===== config.mk =====
export PLATFORM = sky130hd
export DESIGN_NAME = mili_seq_ctrl
export DESIGN_NICKNAME = d
export VERILOG_FILES = /design/src/rtl/mili_seq_ctrl.sv
export SDC_FILE = /design/constraint.sdc
export NUM_CORES = 1
export LEC_CHECK = 0
export CORE_ASPECT_RATIO = 1.1
export CORE_MARGIN = 2
export CORE_UTILIZATION = 43
export CTS_BUF_LIST = sky130_fd_sc_hd__clkbuf_2
export DETAILED_ROUTE_END_ITERATION = 8
export PLACE_DENSITY = 0.64
export SLEW_MARGIN = 20
export SYNTH_ARGS = -nofsm -noshare
export SYNTH_HDL_FRONTEND = slang
export SYNTH_SLANG_ARGS = --single-unit

===== constraint.sdc =====
create_clock -name clk -period 2.2 [get_ports clk]
set_input_delay 0.33 -clock clk [delete_from_list [all_inputs] [get_ports clk]]
set_output_delay 0.33 -clock clk [all_outputs]
set_load 0.02 [all_outputs]

===== src/rtl/mili_seq_ctrl.sv =====
// Serial run controller for a Mealy sequence-detector FSM: clears it, feeds a word LSB first
// at one step per DIV clocks, and captures y per bit. Optional hit counter: MILI_SEQ_HITCNT_EN.
//   state | meaning
//   IDLE  | waiting for start
//   CLEAR | fsm_rst_n low for one cycle
//   STEP  | one bit per DIV clocks, strobe when prescaler hits 0
//   DONE  | done pulse, dout valid
module mili_seq_ctrl #(
  parameter int WIDTH = 8,
  parameter int DIV   = 4
) (
  input  logic             clk,
  input  logic             rst_n,
  input  logic             start,
  input  logic [WIDTH-1:0] din,
  output logic             busy,
  output logic             done,
  output logic [WIDTH-1:0] dout,
  output logic             fsm_rst_n,
  output logic             fsm_en,
  output logic             fsm_a,
  input  logic             fsm_y
`ifdef MILI_SEQ_HITCNT_EN
  ,
  output logic [$clog2(WIDTH+1)-1:0] hit_cnt
`endif
);

  localparam int BW = $clog2(WIDTH + 1);
  localparam int PW = (DIV > 1) ? $clog2(DIV) : 1;
  localparam logic [PW-1:0] RELOAD = PW'(DIV - 1);
  localparam logic [BW-1:0] LAST   = BW'(WIDTH - 1);

  typedef enum logic [1:0] {
    IDLE  = 2'd0,
    CLEAR = 2'd1,
    STEP  = 2'd2,
    DONE  = 2'd3
  } state_t;

  state_t           state, state_nx;
  logic [WIDTH-1:0] sr, sr_nx, dout_nx;
  logic [BW-1:0]    bitcnt, bitcnt_nx;
  logic [PW-1:0]    presc, presc_nx;
  logic             strobe;
`ifdef MILI_SEQ_HITCNT_EN
  logic [BW-1:0]    hits_nx;
`endif

  assign strobe = (state == STEP) && (presc == '0);
  assign fsm_a  = (state == STEP) & sr[0];

  always_comb begin
    state_nx  = state;
    sr_nx     = sr;
    dout_nx   = dout;
    bitcnt_nx = bitcnt;
    presc_nx  = presc;
`ifdef MILI_SEQ_HITCNT_EN
    hits_nx   = hit_cnt;
`endif
    case (state)
      IDLE: begin
        if (start) begin
          sr_nx     = din;
          dout_nx   = '0;
          bitcnt_nx = '0;
`ifdef MILI_SEQ_HITCNT_EN
          hits_nx   = '0;
`endif
          state_nx  = CLEAR;
        end
      end
      CLEAR: begin
        presc_nx = RELOAD;
        state_nx = STEP;
      end
      STEP: begin
        if (strobe) begin
          // y is sampled with the pre-update FSM state and the current a
          for (int i = 0; i < WIDTH; i++)
            if (BW'(i) == bitcnt) dout_nx[i] = fsm_y;
          sr_nx     = sr >> 1;
          bitcnt_nx = bitcnt + 1'b1;
          presc_nx  = RELOAD;
`ifdef MILI_SEQ_HITCNT_EN
          hits_nx   = hit_cnt + BW'(fsm_y);
`endif
          if (bitcnt == LAST) state_nx = DONE;
        end else begin
          presc_nx = presc - 1'b1;
        end
      end
      DONE:    state_nx = IDLE;
      default: state_nx = IDLE;
    endcase
  end

  // Outputs are registered from next-state values so they line up with the state they describe
  always_ff @(posedge clk or negedge rst_n) begin
    if (!rst_n) begin
      state     <= IDLE;
      sr        <= '0;
      dout      <= '0;
      bitcnt    <= '0;
      presc     <= '0;
      busy      <= 1'b0;
      done      <= 1'b0;
      fsm_rst_n <= 1'b1;
      fsm_en    <= 1'b0;
`ifdef MILI_SEQ_HITCNT_EN
      hit_cnt   <= '0;
`endif
    end else begin
      state     <= state_nx;
      sr        <= sr_nx;
      dout      <= dout_nx;
      bitcnt    <= bitcnt_nx;
      presc     <= presc_nx;
      busy      <= (state_nx == CLEAR) || (state_nx == STEP);
      done      <= (state_nx == DONE);
      fsm_rst_n <= (state_nx != CLEAR);
      fsm_en    <= (state_nx == STEP) && (presc_nx == '0);
`ifdef MILI_SEQ_HITCNT_EN
      hit_cnt   <= hits_nx;
`endif
    end
  end

endmodule


==> reports/qor.yml <==
clocking:
  ctsLongestPathBuffers: 2
  clk-insertion-delay-late_ns: 0.36
  post-cts-setup-buffers: 0
  cts_num_sinks: 28
  clk_pin_slew_ns: 0.25
  cts_tree: "done"
  cts-root-buf: "clkbuf_2"
  cts_hold_buf: 0
  cts_max_level: 1
  cts_buffers: 3
  cts_resized: 2
detailed_routing:
  wl_per_cell_um: 12.85
  drt_iter0_markers: 40
  remaining_drc_errors: 0
  vias: 1143
  antenna_left: 0
  vias_per_cell: 5.058
  wirelength_um: 2903
  drt-pass1-iter-count: 4
critical_path:
  cp.required_ns: 1.87
  max_stage_delay_ns: 0.46
  arrival_ns: 1.68
  critPathKind: "reg -> out"
  path_cells: "inv_1 -> ha_2 -> and2_1 -> dlygate4sd2_1"
  crit_path_start_kind: "flop"
  r2r_cells: 6
  crit_family: "flip-flops"
  cp.depth: 4
  end_kind: "output pin"
  cp_max_fo: 6
  slowest_stage: "dfrtp_1"
  crit_buf_inv: 2
placement:
  hpwl_um: 2173
  placed_cells: 222
  portBuffers: 24
  gp_congestion: 0.8881
power:
  total_power_uw: 1098
  power_density_mw_per_mm2: 599.6
  leakagePower_uw: 0.0008122
  ir_worst_vdd_v: 0.0002893
synth:
  synth_nets: 175
  ys.flop_type: "dfrtp_1"
  synth_area_leaders: "dfrtp_1 (45%), ha_1 (10%), mux2i_1 (5.3%)"
  syn_avg_cell_area_um2: 9.985
  synthSimpleGateAreaFrac_pct: 14.94
  ys_ff_latch: 28
  synth-xor-area-share_pct: 0.5809
  yosysUniqueCellTypes: 33
  synth.mux.area_fraction_pct: 5.311
  yosysMostFrequentCell: "dfrtp_1"
  yosysSeqAreaShare_pct: 46.56
  netlist_instances: 151
  synth_warnings: 0
  yosys-top-cells-count: "dfrtp_1 (27), inv_1 (14), o21ai_0 (14), ha_1 (12), nand2_1 (12)"
  synth_area_leader_cell: "dfrtp_1"
  synth_compound_area_share_pct: 16.93
  ys_async_sr_fraction_pct: 100.0
  synth_top_family_by_area: "compound AO/OA/AOI/OAI gates"
  synth_top_area_share_pct: 44.81
  synth-adder-area-share_pct: 9.959
  syn_area_mm2: 0.001508
  synth-edff-count: 0
die:
  chipWidth_um: 60.46
  num_io_pins: 25
  start_util_pct: 44.90
  die_y_um: 66.11
  core_mm2: 0.003358
  die-area_mm2: 0.003997
  rows: 22
timing:
  setup_viol: 0
  fmax_mhz: 497.9
  worst_pin_slew_ns: 0.5135
  slew_viol_final: 0
  grt_setup_unrepaired: "false"
  max_slew_margin_pct: 65.50
  hold_slack_ns: 0.3000
  final.min_clock_period_ns: 2.008
  fin_skew_ns: 0.006451
  period_share_pct: 91.29
  fin_tns_setup_ns: 0
  finalHoldViolCount: 0
finish:
  areaGrowthSynthToFinish_pct: 21.49
  stdcell_count: 226
  layout-drive-gt1-share_pct: 6.742
  regArea_um2: 701.9
  diodes: 0
  nFillCells: 333
  multiInputGateArea_um2: 721.9
  num-nets-final: 203
grt:
  grt_pass1_vias: 1121
  grt_pass1_wl_um: 4988
  grt_max_degree: 29
  antenna_found_initial: 0
  grt_remaining_overflow: 0
  gr-usage-all-layers_pct: 16.57
min_path:
  hp-class: "in -> async"
outcome:
  status: "completed"
run:
  max-cap-violations: 0
-- state kept, by name (all words and copies together), names as in the netlist --
register	flops
bitcnt	4
busy	1
done	1
dout	8
fsm_en	1
fsm_rst_n	1
presc	2
sr	8
state	2
-- stage by stage --
| step | utilization, % | instance area [um^2] | worst slack, ns |
|---|---|---|---|
| finish | 54.55 | 1832 | 0.1915 |
| floorplan | - | 1508 | 0.4024 |
| detailed placement | 53.95 | 1812 | 0.1716 |
| CTS | 54.55 | 1832 | 0.1456 |
| global route | 54.55 | 1832 | 0.03468 |
| global placement | 53.95 | 1812 | 0.2117 |
-- report_power, final --
| part | switching, uW | internal [uW] | total [uW] |
|---|---|---|---|
| Combinational | 178 | 143 | 321 |
| Clock | 146 | 39.5 | 186 |
| Sequential | 25.5 | 566 | 591 |
-- worst paths after layout --
| kind | startpoint | end | slack, ns |
|---|---|---|---|
| max | state[0]$_DFF_PN0_ | fsm_a | 0.19 |
| min | rst_n | sr[1]$_DFFE_PN0P_ | 0.30 |
| max reg2reg | state[0]$_DFF_PN0_ | dout[4]$_DFFE_PN0P_ | 0.23 |
| min reg2reg | sr[5]$_DFFE_PN0P_ | sr[5]$_DFFE_PN0P_ | 0.52 |
| max in group asynchronous | rst_n | fsm_rst_n$_DFF_PN1_ | 1.59 |
| min in group clk | sr[5]$_DFFE_PN0P_ | sr[5]$_DFFE_PN0P_ | 0.52 |
-- kinds of logic after synthesis --
kind of cell             Yosys count
flip-flops                        28
AND/OR/NAND/NOR                   41
AO/OA/AOI/OAI                     41
multiplexers                       8
XOR/XNOR                           1
buffers and inverters             20
adder cells (fa/ha/maj)           12
-- worst register-to-register path, delay by kind of cell (launching register included) --
kind | cells | cell delay, ns
fa+ha+maj | 1 | 0.29
buf+inv | 1 | 0.10
compound gates | 2 | 0.42
simple gates | 2 | 0.63
flops | 1 | 0.44
-- per-layer routing --
layer	GRT usage (%)	up-vias	routed length, um	part of all wire, %
li1	-	573	-	-
met1	21.05	541	1309	45
met2	27.17	22	1406	48
met3	3.718	7	124	4.3
met4	6.250	0	63	2.2
met5	0	-	0	0
-- layout make-up --
| class | instances | area share, % |
|---|---|---|
| Clock buffer | 3 | 0.8197 |
| Clock inverter | 1 | 0.2049 |
| Inverter | 14 | 2.869 |
| Multi-Input combinational cell | 103 | 39.41 |
| Sequential cell | 28 | 38.32 |
| Tap cell | 48 | 3.279 |
| Timing Repair Buffer | 29 | 15.10 |
-- layout by cell type, fill, tap and decap left out, types with 6 or more instances in the layout --
master | netlist | final
ha_1 | 12 | 11
inv_1 | 14 | 14
mux2i_1 | 8 | 8
clkdlybuf4s50_1 | 0 | 23
nand2_1 | 12 | 12
and2_1 | 7 | 7
o21ai_0 | 14 | 14
a22o_1 | 8 | 8
o21ai_1 | 6 | 6
dfrtp_1 | 27 | 27
(Power assumes the default switching activity.)
